--- config.mk ---
export PLATFORM = sky130hd
export DESIGN_NAME = fifo_wr_arbiter
export DESIGN_NICKNAME = d
export VERILOG_FILES = /design/src/rtl/fifo_arb_pkg.sv /design/src/rtl/fifo_wr_arbiter_rr_pick.sv /design/src/rtl/fifo_wr_arbiter.sv
export SDC_FILE = /design/constraint.sdc
export NUM_CORES = 1
export LEC_CHECK = 0
export ABC_AREA = 1
export BUFFER_PORTS_ARGS = -buffer_cell sky130_fd_sc_hd__buf_2
export CAP_MARGIN = 30
export CELL_PAD_IN_SITES_DETAIL_PLACEMENT = 0
export CELL_PAD_IN_SITES_GLOBAL_PLACEMENT = 1
export CORE_MARGIN = 1
export CORE_UTILIZATION = 32
export CTS_CLUSTER_SIZE = 28
export DETAILED_ROUTE_END_ITERATION = 8
export PLACE_DENSITY = 0.81
export RECOVER_POWER = 50
export SLEW_MARGIN = 5
export SYNTH_ARGS = -nofsm -noshare
export SYNTH_HDL_FRONTEND = slang
export SYNTH_HIERARCHICAL = 1
export SYNTH_SLANG_ARGS = --single-unit
--- constraint.sdc ---
create_clock -name wr_clk -period 5.85 [get_ports wr_clk]
set_input_delay 0.2925 -clock wr_clk [delete_from_list [all_inputs] [get_ports wr_clk]]
set_output_delay 0.2925 -clock wr_clk [all_outputs]
set_load 0.01 [all_outputs]
--- src/rtl/fifo_arb_pkg.sv ---
// fifo_arb_pkg: types, constants and helpers shared by the FIFO write-side arbiter.
package fifo_arb_pkg;

    // Arbiter states: IDLE picks a winner, XFER moves beats for the granted requester.
    typedef enum logic [0:0] {
        ARB_IDLE = 1'b0,
        ARB_XFER = 1'b1
    } arb_state_t;

    // Default maximum number of beats a requester may move per grant.
    localparam int ARB_DEFAULT_BURST = 4;

    // Ceiling log2, never less than 1 so a counter or index always has at least one bit.
    function automatic int clog2(input int value);
        int result;
        int remaining;
        result    = 0;
        remaining = value - 1;
        while (remaining > 0) begin
            result    = result + 1;
            remaining = remaining >> 1;
        end
        if (result < 1) begin
            result = 1;
        end
        return result;
    endfunction

endpackage

--- src/rtl/fifo_wr_arbiter_rr_pick.sv ---
// rr_pick: combinational round-robin search. Starting at i_start and wrapping past
// NREQ-1 back to 0, it returns the first requester whose bit is set in i_req.
module rr_pick
    import fifo_arb_pkg::*;
#(
    parameter int NREQ = 4,
    parameter int IDXW = clog2(NREQ)
) (
    input  logic [NREQ-1:0] i_req,
    input  logic [IDXW-1:0] i_start,
    output logic [IDXW-1:0] o_idx,
    output logic            o_found
);

    int              w_sum;
    logic [IDXW-1:0] w_cand;

    // Walk the requesters in priority order from i_start; the first set bit wins.
    always_comb begin
        o_idx   = '0;
        o_found = 1'b0;
        w_sum   = 0;
        w_cand  = '0;
        for (int k = 0; k < NREQ; k++) begin
            w_sum = int'(i_start) + k;
            if (w_sum >= NREQ) begin
                w_sum = w_sum - NREQ;
            end
            w_cand = IDXW'(w_sum);
            if (!o_found && i_req[w_cand]) begin
                o_found = 1'b1;
                o_idx   = w_cand;
            end
        end
    end

endmodule

--- src/rtl/fifo_wr_arbiter.sv ---
// fifo_wr_arbiter: shares the single write port of the asynchronous FIFO among NREQ
// producers in the wr_clk domain. Grants are handed out round-robin, each grant lasts
// at most BURST beats, and the FIFO full flag back-pressures the granted producer.
module fifo_wr_arbiter
    import fifo_arb_pkg::*;
#(
    parameter int  WIDTH = 8,
    parameter int  NREQ  = 4,
    parameter int  BURST = ARB_DEFAULT_BURST,
    localparam int IDXW  = clog2(NREQ),
    localparam int CNTW  = clog2(BURST + 1)
) (
    input  logic                  wr_clk,
    input  logic                  reset,
    input  logic [NREQ-1:0]       req_valid,
    input  logic [NREQ*WIDTH-1:0] req_data,
    output logic [NREQ-1:0]       req_ready,
    input  logic                  fifo_full,
    output logic                  fifo_wr_en,
    output logic [WIDTH-1:0]      fifo_wr_data,
    output logic                  grant_vld,
    output logic [IDXW-1:0]       grant_idx
);

    arb_state_t       r_state;
    logic [IDXW-1:0]  r_grantIdx;
    logic [IDXW-1:0]  r_lastIdx;
    logic [CNTW-1:0]  r_beatCnt;

    arb_state_t       w_stateNxt;
    logic [IDXW-1:0]  w_grantNxt;
    logic [IDXW-1:0]  w_lastNxt;
    logic [CNTW-1:0]  w_cntNxt;

    logic [IDXW-1:0]  w_start;
    logic [IDXW-1:0]  w_winner;
    logic             w_found;

    logic [WIDTH-1:0] w_slice [NREQ];
    logic             w_grantValid;
    logic [WIDTH-1:0] w_grantData;
    logic [CNTW-1:0]  w_cntInc;

    logic             w_wrEn;
    logic [WIDTH-1:0] w_wrData;
    logic [NREQ-1:0]  w_ready;

    // Split the flat data bus into one lane per requester for indexed selection.
    for (genvar i = 0; i < NREQ; i++) begin : g_slice
        assign w_slice[i] = req_data[i*WIDTH +: WIDTH];
    end

    assign w_grantValid = req_valid[r_grantIdx];
    assign w_grantData  = w_slice[r_grantIdx];
    assign w_cntInc     = r_beatCnt + 1'b1;

    // The search begins one past the last winner, wrapping after requester NREQ-1.
    always_comb begin
        if (r_lastIdx == IDXW'(NREQ - 1)) begin
            w_start = '0;
        end else begin
            w_start = r_lastIdx + 1'b1;
        end
    end

    rr_pick #(
        .NREQ (NREQ),
        .IDXW (IDXW)
    ) u_rrPick (
        .i_req   (req_valid),
        .i_start (w_start),
        .o_idx   (w_winner),
        .o_found (w_found)
    );

    // State register; reset parks last_idx on NREQ-1 so requester 0 is searched first.
    always_ff @(posedge wr_clk or posedge reset) begin
        if (reset) begin
            r_state    <= ARB_IDLE;
            r_grantIdx <= '0;
            r_lastIdx  <= IDXW'(NREQ - 1);
            r_beatCnt  <= '0;
        end else begin
            r_state    <= w_stateNxt;
            r_grantIdx <= w_grantNxt;
            r_lastIdx  <= w_lastNxt;
            r_beatCnt  <= w_cntNxt;
        end
    end

    // Next-state decision: grant in IDLE; in XFER count beats, hold on stall, release on drop or full burst.
    always_comb begin
        w_stateNxt = r_state;
        w_grantNxt = r_grantIdx;
        w_lastNxt  = r_lastIdx;
        w_cntNxt   = r_beatCnt;
        case (r_state)
            ARB_IDLE: begin
                if (w_found) begin
                    w_stateNxt = ARB_XFER;
                    w_grantNxt = w_winner;
                    w_lastNxt  = w_winner;
                    w_cntNxt   = '0;
                end
            end
            ARB_XFER: begin
                if (w_wrEn) begin
                    w_cntNxt = w_cntInc;
                    if (w_cntInc == CNTW'(BURST)) begin
                        w_stateNxt = ARB_IDLE;
                    end
                end else if (!w_grantValid) begin
                    w_stateNxt = ARB_IDLE;
                end
            end
            default: begin
                w_stateNxt = ARB_IDLE;
            end
        endcase
    end

    // Outputs: only XFER touches the FIFO; fifo_full blocks the write in the same cycle and data idles at zero.
    always_comb begin
        w_wrEn   = 1'b0;
        w_wrData = '0;
        w_ready  = '0;
        if (r_state == ARB_XFER) begin
            w_wrEn = w_grantValid & ~fifo_full;
            if (!fifo_full) begin
                w_ready[r_grantIdx] = 1'b1;
            end
            if (w_wrEn) begin
                w_wrData = w_grantData;
            end
        end
    end

    assign fifo_wr_en   = w_wrEn;
    assign fifo_wr_data = w_wrData;
    assign req_ready    = w_ready;
    assign grant_vld    = (r_state == ARB_XFER);
    assign grant_idx    = r_grantIdx;

    // Structural invariants: at most one ready, no write into a full FIFO, bounded burst count.
    always_ff @(posedge wr_clk) begin
        if (!reset) begin
            assert ($onehot0(req_ready))
                else $error("req_ready not one-hot-or-zero");
            assert (!(fifo_wr_en && fifo_full))
                else $error("write issued while FIFO full");
            assert (r_beatCnt <= CNTW'(BURST))
                else $error("beat count beyond burst limit");
        end
    end

endmodule

==> flow_metrics.env <==
export IMPL_clock_root_buffer="clkbuf_4"
export IMPL_dieWidth_um=60.79
export IMPL_critPathTopFamily="simple AND/OR/NAND/NOR gates"
export IMPL_synth_top_area_frac=0.2410
export IMPL_grt_pass1_vias=1048
export IMPL_cp_arrival_ns=2.80
export IMPL_power_leakage_uw=0.0007930
export IMPL_status="complete, no violations"
export IMPL_setup_tns_final_ns=0
export IMPL_synthFlopType="dfrtp_1"
export IMPL_ios=55
export IMPL_synth_common_cells="71 x nand2_1, 17 x a21oi_1, 17 x nor2_1"
export IMPL_grt_ovfl_total=0
export IMPL_skew_ns=0.01011
export IMPL_worst_pin_slew_ns=0.7896
export IMPL_die_y_um=60.79
export IMPL_nets=280
export IMPL_period_needed_ns=2.679
export IMPL_maxSlewHeadroom=0.4716
export IMPL_area_growth_pct=25.79
export IMPL_finalCritPeriodShare=0.4580
export IMPL_pwr_share_clk=0.062
export IMPL_yosysTopAreaCell="nand2_1"
export IMPL_critical_path_slowest_cell="nor2_1"
export IMPL_netlist_instances=186
export IMPL_drtAntennaViolNets=0
export IMPL_power_frac_comb=0.771
export IMPL_cts_tree="yes"
export IMPL_cts_num_sinks=8
export IMPL_drv_cap=0
export IMPL_holdCritStartpoint="fifo_full"
export IMPL_path_clk_slew_ns=0.06
export IMPL_dr_first_iter_drc_count=59
export IMPL_ys_ff_latch=8
export IMPL_yosysMostFrequentCell="nand2_1"
export IMPL_final_hold_violation_count=0
export IMPL_endpoint_kind="register"
export IMPL_startpoint="r_lastIdx[0]"
export IMPL_setup_ws_ns=3.171
export IMPL_required_ns=5.97
export IMPL_synth_edf_count=0
export IMPL_min_path_cells=3
export IMPL_fmax_mhz=373.2
export IMPL_synth_cell_types=23
export IMPL_clk_insertion_delay_late_ns=0.26
export IMPL_viasPerCell=4.537
export IMPL_port_buffers=54
export IMPL_wire_per_inst_um=10.30
export IMPL_avgSynthCellArea_sq_um=5.947
export IMPL_dp_hpwl_mm=2.215
export IMPL_ys_seq_area_frac=0.1833
export IMPL_finalMaxSlewViolations=0
export IMPL_gp_congestion=0.8578
export IMPL_drc=0
export IMPL_cts_buffers=3
export IMPL_finalSetupViolCount=0
export IMPL_crit_path_cell_trace="ha_1 > nor2_1 > inv_1 > nand2_1 > nand2_2 > nand2_2 > nand2_2 > nor2_4 > nand3b_1 > nand2_1 > inv_1 > nand2_1 > o21ai_0"
export IMPL_path_class="reg -> reg"
export IMPL_coreArea_sq_um=3153
export IMPL_antenna_found_initial=0
export IMPL_num_vias=1275
export IMPL_grtUsageTotal=0.1549
export IMPL_syn_num_nets=228
export IMPL_grt_max_degree=23
export IMPL_cellPowerDensity_nw_per_um2=543.5
export IMPL_p_int_uw=313.1
export IMPL_reg2reg_depth=13
export IMPL_ys_async_sr_fraction=1.000
export IMPL_initial_core_util=0.3508
export IMPL_drive_above_1_share=0.3376
export IMPL_r2r_end="grant_idx[0]"
export IMPL_die_area_sq_um=3695
export IMPL_post_place_ws_ns=3.294
export IMPL_cp_buffers_inverters=2
export IMPL_ir_worst_vdd_mv=0.2538
export IMPL_swShare=0.5860
export IMPL_max_stage_delay_ns=0.60
export IMPL_rsz0062_at_grt="no"
export IMPL_row_count=20
export IMPL_antenna_cells=0
export IMPL_h_tree_depth=1
export IMPL_r2r_start="r_lastIdx[0]"
export IMPL_ys_warn_count=6
export IMPL_clk_path_buf_depth=2
export IMPL_seqPwrFrac=0.167
export IMPL_final_fill_count=375
export IMPL_holdPathEnd="grant_vld"
export IMPL_cts_setup_buffers=0
export IMPL_synthTopCellsByArea="nand2_1 24%, dfrtp_1 14%, a21oi_1 7.7%, nand2_2 7.4%, nor2_1 5.8%"
export IMPL_power_switching_uw=443.1
export IMPL_synth_area_sq_um=1106
export IMPL_drt_total_wl_mm=2.895
export IMPL_cp_start_kind="register"
export IMPL_hold_path_class="in -> reg"
export IMPL_first_pass_iters=4
export IMPL_ff2ff_setup_slack_ns=3.17
export IMPL_grt_pass1_wl_mm=4.443
export IMPL_crit_fanout=11
metrics by stage:
| stage | cell area, sq um | utilization | instances | hold WS, ns | total power (uW) |
|---|---|---|---|---|---|
| floorplan | 1106 | - | 186 | 0.1067 | 632.4 |
| global placement | 1364 | 0.4325 | 276 | 0.2534 | 729.5 |
| detailed placement | 1364 | 0.4325 | 276 | 0.2581 | 719.7 |
| CTS | 1400 | 0.4440 | 281 | 0.3267 | 770.6 |
| global route | 1391 | 0.4413 | 281 | 0.3562 | 849.7 |
| finish | 1391 | 0.4413 | 281 | 0.3287 | 756.2 |
power by group through the flow:
stage / Sequential [uW] / Combinational, uW / Clock, uW
floorplan: 105 / 528 / 0
finish: 127 / 583 / 46.7
CTS: 128 / 595 / 48.4
global route: 134 / 665 / 50.9
global placement: 129 / 600 / 0
detailed placement: 129 / 591 / 0
worst max path at each step:
| stage | endpoint | slack (ns) | cells past startpoint |
|---|---|---|---|
| final | grant_idx[0] | 3.17 | 13 |
| after global routing | grant_idx[1] | 2.90 | 13 |
| after CTS | fifo_wr_data[6] | 3.19 | 8 |
| after detailed placement | grant_idx[1] | 3.29 | 13 |
| after global placement | grant_idx[0] | 3.35 | 13 |
| after floorplan | grant_idx[1] | 4.02 | 13 |
state kept, by name, summed over array words and instances (netlist names):
register	flops
grant_idx	2
grant_vld	1
r_beatCnt	3
r_lastIdx	2
cell type report:
type                       instances  area [sq um]  share of cell area
inverter                          17         63.81             0.04586
sequential                         8         202.7              0.1457
tap                               44         55.05             0.03957
multi-input combinational        153         772.0              0.5549
clock buffer                       4         26.28             0.01888
timing repair buffer              55         271.5              0.1951
cells by family after synthesis:
family / Yosys count / share of synthesized area
and+or+nand+nor: 129 / 0.5667
buffers and inverters: 25 / 0.1188
AOI/OAI and AO/OA: 21 / 0.09728
DFF: 8 / 0.1833
adders and majority gates: 3 / 0.03394
tightest hold or removal path, stage by stage:
cell and delay (ns):
buf_2 0.11, o211ai_1 0.10, nand2_1 0.06
routing by layer:
layer | global-route usage | share of wire | vias to the layer above
li1 | - | - | 684
met4 | 0.009740 | 0.0028 | 0
met3 | 0.03198 | 0.053 | 2
met1 | 0.1997 | 0.48 | 556
met5 | 0 | 0 | -
met2 | 0.2779 | 0.46 | 33
placed cells by master, fill, tap and decap left out, drive strengths merged, types with 4 or more instances in the layout:
cell type / count
buf: 47
nand2: 89
dfrtp: 6
a21oi: 17
inv: 17
nor2: 21
clkbuf: 11
nor3: 4
nand3: 11
what timing repair did:
item                                   4_1_cts  5_1_grt
gates resized for setup                      0        0
endpoints found under the hold margin        6        0
hold buffers                                 1        0
Note: power is estimated with default switching activity, not from simulation.
